`config.mk`:
```
export PLATFORM = sky130hd
export DESIGN_NAME = param_cache_arbiter_flat
export DESIGN_NICKNAME = d
export VERILOG_FILES = /design/src/rtl/param_cache_arb_pkg.sv /design/src/rtl/param_cache_arbiter_if.sv /design/src/rtl/param_cache_arb_pick.sv /design/src/rtl/param_cache_arbiter.sv /design/src/flat_wrapper.sv
export SDC_FILE = /design/constraint.sdc
export NUM_CORES = 1
export LEC_CHECK = 0
export BUFFER_PORTS_ARGS = -buffer_cell sky130_fd_sc_hd__buf_2
export CORE_AREA = 2 2 546 548
export CTS_CLUSTER_DIAMETER = 100
export CTS_CLUSTER_SIZE = 8
export DETAILED_ROUTE_END_ITERATION = 16
export DIE_AREA = 0 0 548 550
export PLACE_DENSITY = 0.3
export SLEW_MARGIN = 5
export SYNTH_ARGS = -nofsm -noshare
export SYNTH_HDL_FRONTEND = slang
export SYNTH_SLANG_ARGS = --single-unit
```
`constraint.sdc`:
```
create_clock -name clk -period 1.8 [get_ports clk]
set_input_delay 0.45 -clock clk [delete_from_list [all_inputs] [get_ports clk]]
set_output_delay 0.45 -clock clk [all_outputs]
set_load 0.01 [all_outputs]
```
`src/rtl/param_cache_arb_pkg.sv`:
```
// param_cache_arb_pkg: shared types for the I/D-cache physical-memory arbiter.
//   arb_state_t : arbiter FSM states
//   req_id_t    : requester identity (I-cache or D-cache)
package param_cache_arb_pkg;

   typedef enum logic [1:0] {
      IDLE,
      SERVE_I,
      SERVE_D,
      DONE
   } arb_state_t;

   typedef enum logic {
      REQ_I,
      REQ_D
   } req_id_t;

endpackage

```
`src/rtl/param_cache_arbiter_if.sv`:
```
// param_cache_arbiter_if: bundle of the I-cache, D-cache and pmem line ports.
//   slave  : arbiter view (cache requests and memory replies in; grants and responses out)
//   master : environment view (caches plus memory adapter), the mirror of slave
// Parameters: LineW line width in bits, AddrW physical address width.
interface param_cache_arbiter_if #(
   parameter int unsigned LineW = 256,
   parameter int unsigned AddrW = 32
);

   logic             i_read;
   logic [AddrW-1:0] i_addr;
   logic [LineW-1:0] i_rdata;
   logic             i_resp;

   logic             d_read;
   logic             d_write;
   logic [AddrW-1:0] d_addr;
   logic [LineW-1:0] d_wdata;
   logic [LineW-1:0] d_rdata;
   logic             d_resp;

   logic             pmem_read;
   logic             pmem_write;
   logic [AddrW-1:0] pmem_addr;
   logic [LineW-1:0] pmem_wdata;
   logic [LineW-1:0] pmem_rdata;
   logic             pmem_resp;

   modport slave (
      input  i_read, i_addr, d_read, d_write, d_addr, d_wdata, pmem_rdata, pmem_resp,
      output i_rdata, i_resp, d_rdata, d_resp, pmem_read, pmem_write, pmem_addr, pmem_wdata
   );

   modport master (
      output i_read, i_addr, d_read, d_write, d_addr, d_wdata, pmem_rdata, pmem_resp,
      input  i_rdata, i_resp, d_rdata, d_resp, pmem_read, pmem_write, pmem_addr, pmem_wdata
   );

endinterface

```
`src/rtl/param_cache_arb_pick.sv`:
```
// param_cache_arb_pick: combinational grant selection for the cache arbiter.
//   i_req_i       : I-cache is requesting
//   d_req_i       : D-cache is requesting (read or writeback)
//   last_grant_i  : requester served by the most recent completed transfer
//   grant_valid_o : some requester is asking
//   grant_id_o    : requester to grant
// Build option ARB_ROUND_ROBIN_EN: on a tie grant the requester not served last;
// otherwise D always wins ties.
module param_cache_arb_pick
   import param_cache_arb_pkg::*;
(
   input  logic    i_req_i,
   input  logic    d_req_i,
   input  req_id_t last_grant_i,
   output logic    grant_valid_o,
   output req_id_t grant_id_o
);

`ifdef ARB_ROUND_ROBIN_EN
   always_comb begin
      grant_valid_o = i_req_i | d_req_i;
      if (i_req_i && d_req_i) begin
         grant_id_o = (last_grant_i == REQ_D) ? REQ_I : REQ_D;
      end else begin
         grant_id_o = d_req_i ? REQ_D : REQ_I;
      end
   end
`else
   // Fixed priority ignores history.
   logic unused_last_grant;
   assign unused_last_grant = (last_grant_i == REQ_D);

   always_comb begin
      grant_valid_o = i_req_i | d_req_i;
      grant_id_o    = d_req_i ? REQ_D : REQ_I;
   end
`endif

endmodule

```
`src/rtl/param_cache_arbiter.sv`:
```
// param_cache_arbiter: shares one pmem line port between the I-cache and D-cache.
// One requester is served at a time; the grant is held until pmem_resp, the response is
// forwarded in the same cycle, then one DONE cycle lets the served cache drop its request.
//   clk, rst : clock, synchronous active-high reset
//   bus      : param_cache_arbiter_if.slave (I/D request ports and pmem port)
// Build option ARB_ROUND_ROBIN_EN (in param_cache_arb_pick): alternate grants on ties.
module param_cache_arbiter
   import param_cache_arb_pkg::*;
#(
   parameter int unsigned LineW = 256,
   parameter int unsigned AddrW = 32
) (
   input logic                  clk,
   input logic                  rst,
   param_cache_arbiter_if.slave bus
);

   arb_state_t state_q, state_d;
   req_id_t    last_grant_q, last_grant_d;

   logic       i_req, d_req;
   logic       grant_valid;
   req_id_t    grant_id;

   logic             read_sel, write_sel;
   logic [AddrW-1:0] addr_sel;
   logic [LineW-1:0] wdata_sel;
   logic             i_resp_sel, d_resp_sel;

   assign i_req = bus.i_read;
   assign d_req = bus.d_read | bus.d_write;

   param_cache_arb_pick u_pick (
      .i_req_i       (i_req),
      .d_req_i       (d_req),
      .last_grant_i  (last_grant_q),
      .grant_valid_o (grant_valid),
      .grant_id_o    (grant_id)
   );

   always_ff @(posedge clk) begin
      if (rst) begin
         state_q      <= IDLE;
         last_grant_q <= REQ_I;
      end else begin
         state_q      <= state_d;
         last_grant_q <= last_grant_d;
      end
   end

   // A dropped request aborts the transfer and takes precedence over pmem_resp.
   always_comb begin
      state_d      = state_q;
      last_grant_d = last_grant_q;
      unique case (state_q)
         IDLE: begin
            if (grant_valid) begin
               state_d = (grant_id == REQ_D) ? SERVE_D : SERVE_I;
            end
         end
         SERVE_I: begin
            if (!i_req) begin
               state_d = IDLE;
            end else if (bus.pmem_resp) begin
               state_d      = DONE;
               last_grant_d = REQ_I;
            end
         end
         SERVE_D: begin
            if (!d_req) begin
               state_d = IDLE;
            end else if (bus.pmem_resp) begin
               state_d      = DONE;
               last_grant_d = REQ_D;
            end
         end
         DONE:    state_d = IDLE;
         default: state_d = IDLE;
      endcase
   end

   // Strobes follow the granted requester's live inputs; a D read+write counts as a write.
   always_comb begin
      read_sel   = 1'b0;
      write_sel  = 1'b0;
      addr_sel   = '0;
      wdata_sel  = '0;
      i_resp_sel = 1'b0;
      d_resp_sel = 1'b0;
      unique case (state_q)
         SERVE_I: begin
            read_sel   = bus.i_read;
            addr_sel   = bus.i_addr;
            i_resp_sel = bus.pmem_resp & i_req;
         end
         SERVE_D: begin
            write_sel  = bus.d_write;
            read_sel   = bus.d_read & ~bus.d_write;
            addr_sel   = bus.d_addr;
            d_resp_sel = bus.pmem_resp & d_req;
            if (bus.d_write) begin
               wdata_sel = bus.d_wdata;
            end
         end
         default: ;
      endcase
   end

   assign bus.pmem_read  = read_sel;
   assign bus.pmem_write = write_sel;
   assign bus.pmem_addr  = addr_sel;
   assign bus.pmem_wdata = wdata_sel;
   assign bus.i_resp     = i_resp_sel;
   assign bus.d_resp     = d_resp_sel;

   // Read data is a pure pass-through; only the resp pulse qualifies it.
   assign bus.i_rdata = bus.pmem_rdata;
   assign bus.d_rdata = bus.pmem_rdata;

endmodule
```
`src/flat_wrapper.sv`:
```
// flat-port wrapper written by rule: the top's interface ports become plain ports
module param_cache_arbiter_flat import param_cache_arb_pkg::*;
#(
   parameter int unsigned LineW = 256,
   parameter int unsigned AddrW = 32
)
  (clk, rst, bus_i_read, bus_i_addr, bus_d_read, bus_d_write, bus_d_addr, bus_d_wdata, bus_pmem_rdata, bus_pmem_resp, bus_i_rdata, bus_i_resp, bus_d_rdata, bus_d_resp, bus_pmem_read, bus_pmem_write, bus_pmem_addr, bus_pmem_wdata);
  param_cache_arbiter_if #(.LineW(LineW), .AddrW(AddrW)) bus_i ();
  input logic clk;
  input logic rst;
  input wire logic [$bits(bus_i.i_read)-1:0] bus_i_read;
  input wire logic [$bits(bus_i.i_addr)-1:0] bus_i_addr;
  input wire logic [$bits(bus_i.d_read)-1:0] bus_d_read;
  input wire logic [$bits(bus_i.d_write)-1:0] bus_d_write;
  input wire logic [$bits(bus_i.d_addr)-1:0] bus_d_addr;
  input wire logic [$bits(bus_i.d_wdata)-1:0] bus_d_wdata;
  input wire logic [$bits(bus_i.pmem_rdata)-1:0] bus_pmem_rdata;
  input wire logic [$bits(bus_i.pmem_resp)-1:0] bus_pmem_resp;
  output wire logic [$bits(bus_i.i_rdata)-1:0] bus_i_rdata;
  output wire logic [$bits(bus_i.i_resp)-1:0] bus_i_resp;
  output wire logic [$bits(bus_i.d_rdata)-1:0] bus_d_rdata;
  output wire logic [$bits(bus_i.d_resp)-1:0] bus_d_resp;
  output wire logic [$bits(bus_i.pmem_read)-1:0] bus_pmem_read;
  output wire logic [$bits(bus_i.pmem_write)-1:0] bus_pmem_write;
  output wire logic [$bits(bus_i.pmem_addr)-1:0] bus_pmem_addr;
  output wire logic [$bits(bus_i.pmem_wdata)-1:0] bus_pmem_wdata;
  assign bus_i.i_read = bus_i_read;
  assign bus_i.i_addr = bus_i_addr;
  assign bus_i.d_read = bus_d_read;
  assign bus_i.d_write = bus_d_write;
  assign bus_i.d_addr = bus_d_addr;
  assign bus_i.d_wdata = bus_d_wdata;
  assign bus_i.pmem_rdata = bus_pmem_rdata;
  assign bus_i.pmem_resp = bus_pmem_resp;
  assign bus_i_rdata = bus_i.i_rdata;
  assign bus_i_resp = bus_i.i_resp;
  assign bus_d_rdata = bus_i.d_rdata;
  assign bus_d_resp = bus_i.d_resp;
  assign bus_pmem_read = bus_i.pmem_read;
  assign bus_pmem_write = bus_i.pmem_write;
  assign bus_pmem_addr = bus_i.pmem_addr;
  assign bus_pmem_wdata = bus_i.pmem_wdata;
  param_cache_arbiter #(.LineW(LineW), .AddrW(AddrW)) u_core (.clk(clk), .rst(rst), .bus(bus_i));
endmodule
```
==> results of run 1 <==
layer usage:
metal	track usage, %	vias up	part of all wire [%]	routed length, um
li1	-	2919	-	-
met1	8.56	3685	28	46500
met2	15.3	1383	42	69900
met3	12.0	492	26	43200
met4	3.99	20	4.7	7850
met5	0.328	-	0.094	157
power by group through the flow:
stage                     registers (mW)  logic [mW]  clock network [mW]
after global placement            0.0560        2.85                   0
final                             0.0593        5.47               0.333
after CTS                         0.0584        5.29               0.339
after global routing              0.0600        5.71               0.343
after detailed placement          0.0565        2.85                   0
after floorplan                   0.0547        2.14                   0
cells in the final DEF (no fill, tap or decap), types with 2 or more instances in the layout:
master / count
buf_16: 34
bufbuf_16: 2
nor2b_1: 17
ha_4: 4
and3_1: 76
buf_6: 167
buf_4: 39
a22oi_1: 15
ha_1: 2
o21ai_0: 3
buf_8: 14
buf_12: 51
diode_2: 30
nor2b_4: 11
clkbuf_16: 10
inv_2: 2
nor2b_2: 5
a22oi_2: 17
nand2_1: 3
and3_4: 181
buf_2: 410
a221oi_2: 2
metrics by stage:
stage               cell area, um2  setup slack, ns  util [%]  TNS (ns)
finish                       15200           -0.486      5.14    -89.48
global route                 15200           -0.519      5.13   -105.67
CTS                          14500           -0.492      4.90   -100.80
detailed placement           11200            -1.01      3.77    -50.07
global placement             11200            -1.03      3.77    -52.33
floorplan                     6510            0.108         -         0
cells by family after synthesis:
logic type	share of synthesized area (%)
buf+inv	64.5
simple gates	28.8
compound gates	4.75
fa+ha+maj	1.15
flops	0.615
mux	0.154
worst max path at each step:
stage                      startpoint  depth (start not counted)                  to
floorplan           u_core.state_q[0]                          6  bus_pmem_wdata[10]
global placement    u_core.state_q[0]                          7       bus_pmem_read
global route        u_core.state_q[0]                          7   bus_pmem_addr[15]
finish              u_core.state_q[0]                          7   bus_pmem_addr[14]
detailed placement        bus_d_write                          5       bus_pmem_read
CTS                 u_core.state_q[0]                          7   bus_pmem_addr[15]
timing repair:
action                                  CTS  global route
resized for setup                       485           157
pin swaps                                 8             7
cloned                                   34             7
buffers inserted                         36            15
endpoints found under the setup margin  291           294
worst max-delay path: stages, from the launching register on:
cell and delay [ns]:
dfxtp_2 0.33, inv_2 0.05, ha_4 0.18, buf_12 0.15, buf_16 0.15, a22oi_2 0.40, nor2b_1 0.10, buf_4 0.18
cell type report:
| cell class | instances | area [um2] |
|---|---|---|
| Clock buffer | 3 | 75.1 |
| Antenna cell | 30 | 75.1 |
| Timing Repair Buffer | 724 | 6630 |
| Sequential cell | 2 | 45.0 |
| Tap cell | 3939 | 4930 |
| Multi-Input combinational cell | 348 | 3420 |
| Inverter | 2 | 7.51 |
| Fill cell | 35000 | 280000 |
==> run summary, run 1 <==
Synthesized area: 0.00651 mm2
Routed vias: 8499
Antenna violations before repair: 129
Cts hold-fix bufs: 0
Max-cap violations: 0
Core ar.: 0.296 mm2
Crit path kind: reg2out
Most instantiated library cell after synthesis: buf_4
CTS tree: done
Worst vdd ir: 0.240 mV
Worst-path clk slew: 0.03 ns
Async SR Flop Fraction: 0%
Top reg by flops: u_core.state_q
Largest net degree at the start of global routing: 69
HP Start: rst
R2r setup slk: 0.14 ns
Clk pwr share: 5.7%
CTS buffer count: 3
DRC Markers: 0
CTS max path bufs: 2
CP Data Arrival Time: 1.84 ns
Worst Path Required: 1.35 ns
Layout Nets: 1669
Sequential element share of the synthesized area: 0.615%
Initial DRC count: 756
Root Driver: clkbuf_16
Gr usage total: 10.4%
Total Power: 5.87 mW
Top flop regs: u_core.state_q x2
Syn Inst Count: 932
Dpl cells: 4942
Floorplan row count: 200
Share of post-route cells with drive strength above 1: 88.6%
Critical R2R Capture: u_core.state_q[1]
Primary FF master, synth: dfxtp_1
Share of the synthesized area in the top cell type: 59.5%
Syn nets: 1520
Routed WL: 168000 um
Min cycle time layout: 2.29 ns
Synth area leaders: buf_4 60%, and3_1 25%, a22oi_1 3.7%, nor2b_1 3.2%, buf_2 2.7%
Die X-Extent: 548 um
HPWL after DPL: 144000 um
Synth warnings: 0
Tcrit/Tclk final: 127%
Vias per cell: 1.68
P_int: 3.03 mW
Area grow syn2layout: 133%
Hold depth: 2
Max FFs per register: 2
Hold EP: u_core.state_q[1]
Die Y: 550 um
Smallest setup slack after layout: -0.486 ns
Antenna Nets Post-Route: 0
Vias in the first global route: 7847
First drt pass iteration count: 5
Worst Clk Skew: 0.000599 ns
CP Max Fanout: 8
Sw Share: 48.3%
Die area: 0.301 mm2
WL/cell: 33.2 um
Relative slew slack: 68.9%
Final setup fails: 289
RSZ-0062 raised after global routing: yes
Combinational share of power: 93.3%
Routability cong.: 0.994
Reg2Reg Launch Point: u_core.state_q[0]
Final hold viol count: 0
Worst hold slack: 0.427 ns
CTS Sinks: 2
Seq cells post-synth: 2
Clk_lat worst skew: 0.22 ns
Reg2Reg Depth: 8
Global-route wire length before repair: 182000 um
Nature of the critical path endpoint: output pin
Fin. max-slew vios: 0
Worst Tran Pin Value: 0.467 ns
Worst min-delay path class: in2reg
P_sw: 2.83 mW
Outcome: finished, violations left
Port Buffers: 617
Setup crit start kind: flop
Htree depth: 1
Non-Filler Instances: 5048
Failing checks: setup timing
Number of flops mapped to enable cells by yosys: 0
PwrDens: 386 mW/mm2
Reg power frac: 1.0%
Max frequency: 0.437 GHz
Synth cell count leaders: 516 x buf_4, 258 x and3_1, 35 x buf_2
Static leakage: 5.49 nW
Initial Utilization: 2.20%
Leading area contributor after synthesis: buf_4
Synth cell types: 23
Total grt overflow: 0
Syn Area/Cell: 6.98 um2
Top Ports: 1386
No activity file was read; power rests on OpenSTA's default activity.
==> inputs of run 2 (changes only) <==
==> constraint.sdc (replaced) <==
create_clock -name clk -period 1.8 [get_ports clk]
set_input_delay 0.18 -clock clk [delete_from_list [all_inputs] [get_ports clk]]
set_output_delay 0.18 -clock clk [all_outputs]
set_load 0.01 [all_outputs]
==> run summary, run 2 (synthesis results as in run 1) <==
HP Start: rst (unchanged)
Final hold viol count: 0 (unchanged)
Final setup fails: 220 (was 289)
Routability cong.: 0.947 (was 0.994)
Global-route wire length before repair: 170000 um (was 182000 um)
Reg power frac: 1.7% (was 1.0%)
Antenna violations before repair: 114 (was 129)
Largest net degree at the start of global routing: 97 (was 69)
Worst min-delay path class: in2reg (unchanged)
Fin. max-slew vios: 0 (unchanged)
CP Data Arrival Time: 1.84 ns (about the same)
Floorplan row count: 200 (unchanged)
Port Buffers: 617 (unchanged)
CTS max path bufs: 2 (unchanged)
Static leakage: 5.07 nW (was 5.49 nW)
Most frequent cells in the layout: 576 x buf_2, 255 x and3_1, 32 x buf_4 (was 410 x buf_2, 181 x and3_4, 167 x buf_6)
RSZ-0062 raised after global routing: yes (unchanged)
Tcrit/Tclk final: 112% (was 127%)
Initial DRC count: 667 (was 756)
Worst Path Required: 1.62 ns (was 1.35 ns)
Core ar.: 0.296 mm2 (unchanged)
Combinational share of power: 89.2% (was 93.3%)
Gr usage total: 9.65% (was 10.4%)
Hold EP: u_core.state_q[1] (unchanged)
Pre-CTS worst setup slack: -0.414 ns (was -1.01 ns)
Top Ports: 1386 (unchanged)
Die X-Extent: 548 um (unchanged)
R2r setup slk: 0.30 ns (was 0.14 ns)
CTS Sinks: 2 (unchanged)
Most common cell after layout, fill and taps aside: buf_2 (unchanged)
Relative slew slack: 70.7% (was 68.9%)
Sw Share: 55.0% (was 48.3%)
CTS tree: done (unchanged)
CP max stage cell: and3_1 (was a22oi_2)
Critical R2R Capture: u_core.state_q[0] (was u_core.state_q[1])
Crit path cell chain: inv_2, ha_4, buf_12, buf_4, and3_1, buf_2 (was inv_2, ha_4, buf_12, buf_16, a22oi_2, nor2b_1, buf_4)
Cts hold-fix bufs: 0 (unchanged)
Max FFs per register: 2 (unchanged)
P_int: 1.67 mW (was 3.03 mW)
Outcome: finished, violations left (unchanged)
Die Y: 550 um (unchanged)
Vias per cell: 1.57 (was 1.68)
Die area: 0.301 mm2 (unchanged)
Setup crit start kind: flop (unchanged)
CTS buffer count: 3 (unchanged)
Max frequency: 0.495 GHz (was 0.437 GHz)
Worst Tran Pin Value: 0.440 ns (was 0.467 ns)
Routed WL: 155000 um (was 168000 um)
Area grow syn2layout: 82.4% (was 133%)
Clk pwr share: 9.2% (was 5.7%)
CP delay by family, top: buffers and inverters (unchanged)
Failing checks: setup timing (unchanged)
Layout Nets: 1619 (was 1669)
P_sw: 2.04 mW (was 2.83 mW)
Hold depth: 2 (unchanged)
Antenna Nets Post-Route: 0 (unchanged)
Min cycle time layout: 2.02 ns (was 2.29 ns)
WL/cell: 31.0 um (was 33.2 um)
Top reg by flops: u_core.state_q (unchanged)
Crit path largest cell delay: 0.33 ns (was 0.40 ns)
Vias in the first global route: 7260 (was 7847)
Root Driver: clkbuf_16 (unchanged)
Crit path kind: reg2out (unchanged)
Reg2Reg Depth: 7 (was 8)
Worst Clk Skew: 0.00368 ns (was 0.000599 ns)
Setup TNS: -20.30 ns (was -89.48 ns)
Top flop regs: u_core.state_q x2 (unchanged)
Smallest setup slack after layout: -0.222 ns (was -0.486 ns)
PwrDens: 312 mW/mm2 (was 386 mW/mm2)
Nature of the critical path endpoint: output pin (unchanged)
Htree depth: 1 (unchanged)
Share of post-route cells with drive strength above 1: 70.6% (was 88.6%)
First drt pass iteration count: 5 (unchanged)
Total grt overflow: 0 (unchanged)
Worst vdd ir: 0.221 mV (was 0.240 mV)
DRC Markers: 0 (unchanged)
Reg2Reg Launch Point: u_core.state_q[0] (unchanged)
WP buf/inv: 4 (unchanged)
HPWL after DPL: 146000 um (was 144000 um)
CP Max Fanout: 35 (was 8)
Initial Utilization: 2.20% (unchanged)
Routed vias: 7860 (was 8499)
Clk_lat worst skew: 0.22 ns (about the same)
Max-cap violations: 0 (unchanged)
Worst-path clk slew: 0.03 ns (about the same)
run 2: what timing repair did:
action | CTS | global route
endpoints found under the setup margin | 264 | 258
endpoints found under the hold margin | 0 | 0
setup buffers | 9 | 2
gates cloned | 4 | 1
resized for setup | 54 | 46
pin swaps | 10 | 10
run 2: final cells by class:
class	count	area [um2]
multi-input cells	348	2500
clock buffers	3	75.1
inverters	2	12.5
fillers	35300	284000
flip-flops and latches	2	45.0
diodes	37	92.6
well taps	3939	4930
repair buffers	674	4220
run 2: routing by layer:
layer	track usage, %	vias to the layer above	share of wire, %
li1	-	2799	-
met1	8.04	3328	28
met2	13.7	1195	40
met3	11.3	520	27
met4	4.57	18	5.6
met5	0.0156	-	0.080
run 2: power by group through the flow:
stage               logic [mW]  registers [mW]  clock network [mW]
floorplan                 2.14          0.0547                   0
global placement          2.92          0.0556                   0
detailed placement        2.90          0.0561                   0
CTS                       3.20          0.0597               0.344
global route              3.44          0.0626               0.348
finish                    3.30          0.0613               0.340
run 2: worst max path at each step:
stage                       from  slack, ns  cells past startpoint                   to
3_3_place_gp   u_core.state_q[1]      -0.44                      7    bus_pmem_addr[14]
2_1_floorplan  u_core.state_q[0]       0.38                      6   bus_pmem_wdata[10]
5_1_grt        u_core.state_q[0]      -0.26                      7    bus_pmem_addr[14]
3_5_place_dp   u_core.state_q[1]      -0.41                      7    bus_pmem_addr[14]
6_report       u_core.state_q[0]      -0.22                      6  bus_pmem_wdata[212]
4_1_cts        u_core.state_q[0]      -0.23                      7    bus_pmem_addr[14]
run 2: per-stage QoR:
step                total power, mW  hold WS [ns]  cells  utilization, %  area [um2]
floorplan                      2.19         0.246    932               -        6510
global placement               2.97         0.360   4949            3.75       11100
detailed placement             2.96         0.360   4949            3.75       11100
CTS                            3.60         0.144   4965            3.92       11600
global route                   3.85         0.153   4996            4.01       11900
finish                         3.70         0.143   5005            4.02       11900
==> inputs of run 3 (changes only) <==
--- a/config.mk
+++ b/config.mk
@@ -12,7 +12,7 @@
 export DETAILED_ROUTE_END_ITERATION = 16
 export DIE_AREA = 0 0 548 550
 export PLACE_DENSITY = 0.3
-export SLEW_MARGIN = 5
 export SYNTH_ARGS = -nofsm -noshare
 export SYNTH_HDL_FRONTEND = slang
+export SYNTH_HIERARCHICAL = 1
 export SYNTH_SLANG_ARGS = --single-unit
==> run summary, run 3 <==
Cts hold-fix bufs: 0 (unchanged)
Vias per cell: 1.63 (was 1.57)
RSZ-0062 raised after global routing: yes (unchanged)
Max-cap violations: 0 (unchanged)
Largest net degree at the start of global routing: 88 (was 97)
Relative slew slack: 54.7% (was 70.7%)
Synthesized area: 0.00644 mm2 (was 0.00651 mm2)
Port Buffers: 617 (unchanged)
Initial Utilization: 2.18% (was 2.20%)
Setup crit start kind: flop (unchanged)
Crit path kind: reg2out (unchanged)
Worst Clk Skew: 0.00175 ns (was 0.00368 ns)
Final setup fails: 83 (was 220)
Antenna violations before repair: 104 (was 114)
Worst vdd ir: 0.502 mV (was 0.221 mV)
Die area: 0.301 mm2 (unchanged)
CTS Sinks: 2 (unchanged)
Core ar.: 0.296 mm2 (unchanged)
CTS tree: done (unchanged)
Setup TNS: -2.66 ns (was -20.30 ns)
Util after Layout: 4.19% (was 4.02%)
Worst Path Required: 1.62 ns (about the same)
Gr usage total: 8.61% (was 9.65%)
Smallest setup slack after layout: -0.0932 ns (was -0.222 ns)
Synth warnings: 6 (was 0)
R2r setup slk: 0.12 ns (was 0.30 ns)
HPWL after DPL: 128000 um (was 146000 um)
Initial DRC count: 1040 (was 667)
Max frequency: 0.528 GHz (was 0.495 GHz)
HP Start: rst (unchanged)
Total Power: 9.13 mW (was 3.70 mW)
Nature of the critical path endpoint: output pin (unchanged)
Routed WL: 139000 um (was 155000 um)
Hold depth: 3 (was 2)
Antenna Nets Post-Route: 0 (unchanged)
CP Data Arrival Time: 1.71 ns (was 1.84 ns)
Area of the multi-input gates: 0.00255 mm2 (was 0.00250 mm2)
First drt pass iteration count: 5 (unchanged)
Htree depth: 1 (unchanged)
CP Max Fanout: 24 (was 35)
Hold EP: u_core/state_q[1] (was u_core.state_q[1])
Share of post-route cells with drive strength above 1: 72.0% (was 70.6%)
Critical R2R Capture: u_core/state_q[1] (was u_core.state_q[0])
DRC Markers: 0 (unchanged)
Top flop regs: u_core/state_q x2 (was u_core.state_q x2)
Vias in the first global route: 7187 (was 7260)
Reg2Reg Launch Point: u_core/state_q[0] (was u_core.state_q[0])
Routability cong.: 1.17 (was 0.947)
Root Driver: clkbuf_16 (unchanged)
PwrDens: 738 mW/mm2 (was 312 mW/mm2)
Total grt overflow: 0 (unchanged)
Worst Tran Pin Value: 0.679 ns (was 0.440 ns)
Floorplan row count: 200 (unchanged)
Final hold viol count: 0 (unchanged)
Worst min-delay path class: in2reg (unchanged)
Global-route wire length before repair: 154000 um (was 170000 um)
Top Ports: 1386 (unchanged)
Die X-Extent: 548 um (unchanged)
Layout Nets: 1597 (was 1619)
Most frequent cells in the layout: 501 x buf_2, 210 x and3_1, 62 x buf_6 (was 576 x buf_2, 255 x and3_1, 32 x buf_4)
Fin. max-slew vios: 0 (unchanged)
Reg2Reg Depth: 7 (unchanged)
Outcome: finished, violations left (unchanged)
Syn nets: 1520 (unchanged)
Most common cell after layout, fill and taps aside: buf_2 (unchanged)
Clk_lat worst skew: 0.22 ns (about the same)
Die Y: 550 um (unchanged)
Filler instances: 35100 (was 35300)
Pre-CTS worst setup slack: -0.176 ns (was -0.414 ns)
Min cycle time layout: 1.89 ns (was 2.02 ns)
Max FFs per register: 2 (unchanged)
Worst-path clk slew: 0.03 ns (about the same)
Top reg by flops: u_core/state_q (was u_core.state_q)
Syn Area/Cell: 6.91 um2 (was 6.98 um2)
Area grow syn2layout: 92.1% (was 82.4%)
Routed vias: 8143 (was 7860)
Syn Inst Count: 932 (unchanged)
CTS max path bufs: 2 (unchanged)
WL/cell: 27.8 um (was 31.0 um)
Static leakage: 4.96 nW (was 5.07 nW)
Tcrit/Tclk final: 105% (was 112%)
CTS buffer count: 3 (unchanged)
Failing checks: setup timing (unchanged)
Register area: 45.0 um2 (unchanged)
-- run 3: routing by layer --
metal	GRT usage [%]	vias to the layer above	wire (um)
met5	2.30	-	349
met4	5.31	24	10100
met3	11.3	564	40500
met2	11.4	1357	52500
met1	6.48	3416	35600
li1	-	2782	-
-- run 3: how the worst max path moves through the flow --
stage | from | to | slack (ns) | depth (start not counted)
6_report | u_core/state_q[0] | bus_pmem_addr[13] | -0.09 | 6
5_1_grt | u_core/state_q[1] | bus_pmem_addr[10] | -0.12 | 6
4_1_cts | u_core/state_q[1] | bus_pmem_addr[10] | -0.07 | 6
3_5_place_dp | u_core/state_q[0] | bus_pmem_addr[13] | -0.18 | 6
3_3_place_gp | u_core/state_q[0] | bus_pmem_wdata[253] | -0.11 | 6
2_1_floorplan | u_core/state_q[0] | bus_pmem_wdata[105] | 0.31 | 5
-- run 3: critical path, cell delays in order, from the launching register on --
cell	delay, ns
dfxtp_2	0.34
inv_2	0.06
ha_4	0.21
buf_16	0.17
a22oi_2	0.38
nor2b_2	0.11
buf_12	0.16
-- run 3: repair_timing --
item	CTS	global route
setup buffers	10	0
pin swaps	4	3
cloned	5	5
resized for setup	182	50
endpoints found under the setup margin	255	258
-- run 3: final cells by class --
class	count	share of cell area, %
antenna	57	1.15
tap	3939	39.8
inverter	2	0.0607
multi-input combinational	347	20.6
sequential	2	0.364
clock buffer	3	0.607
timing repair buffer	653	37.3
-- run 3: metrics by stage --
stage,instances,cell area (um2),hold slack (ns)
finish,5003,12400,0.279
global route,4989,12300,0.292
CTS,4943,11900,0.247
detailed placement,4925,11000,0.360
global placement,4925,11000,0.360
floorplan,932,6440,0.362
-- run 3: report_power, final --
part / leakage [nW] / total, mW / internal, mW / switching, mW
registers: 0.0175 / 0.110 / 0.0760 / 0.0344
clock network: 0.0373 / 0.330 / 0.282 / 0.0477
logic: 4.90 / 8.69 / 3.82 / 4.87
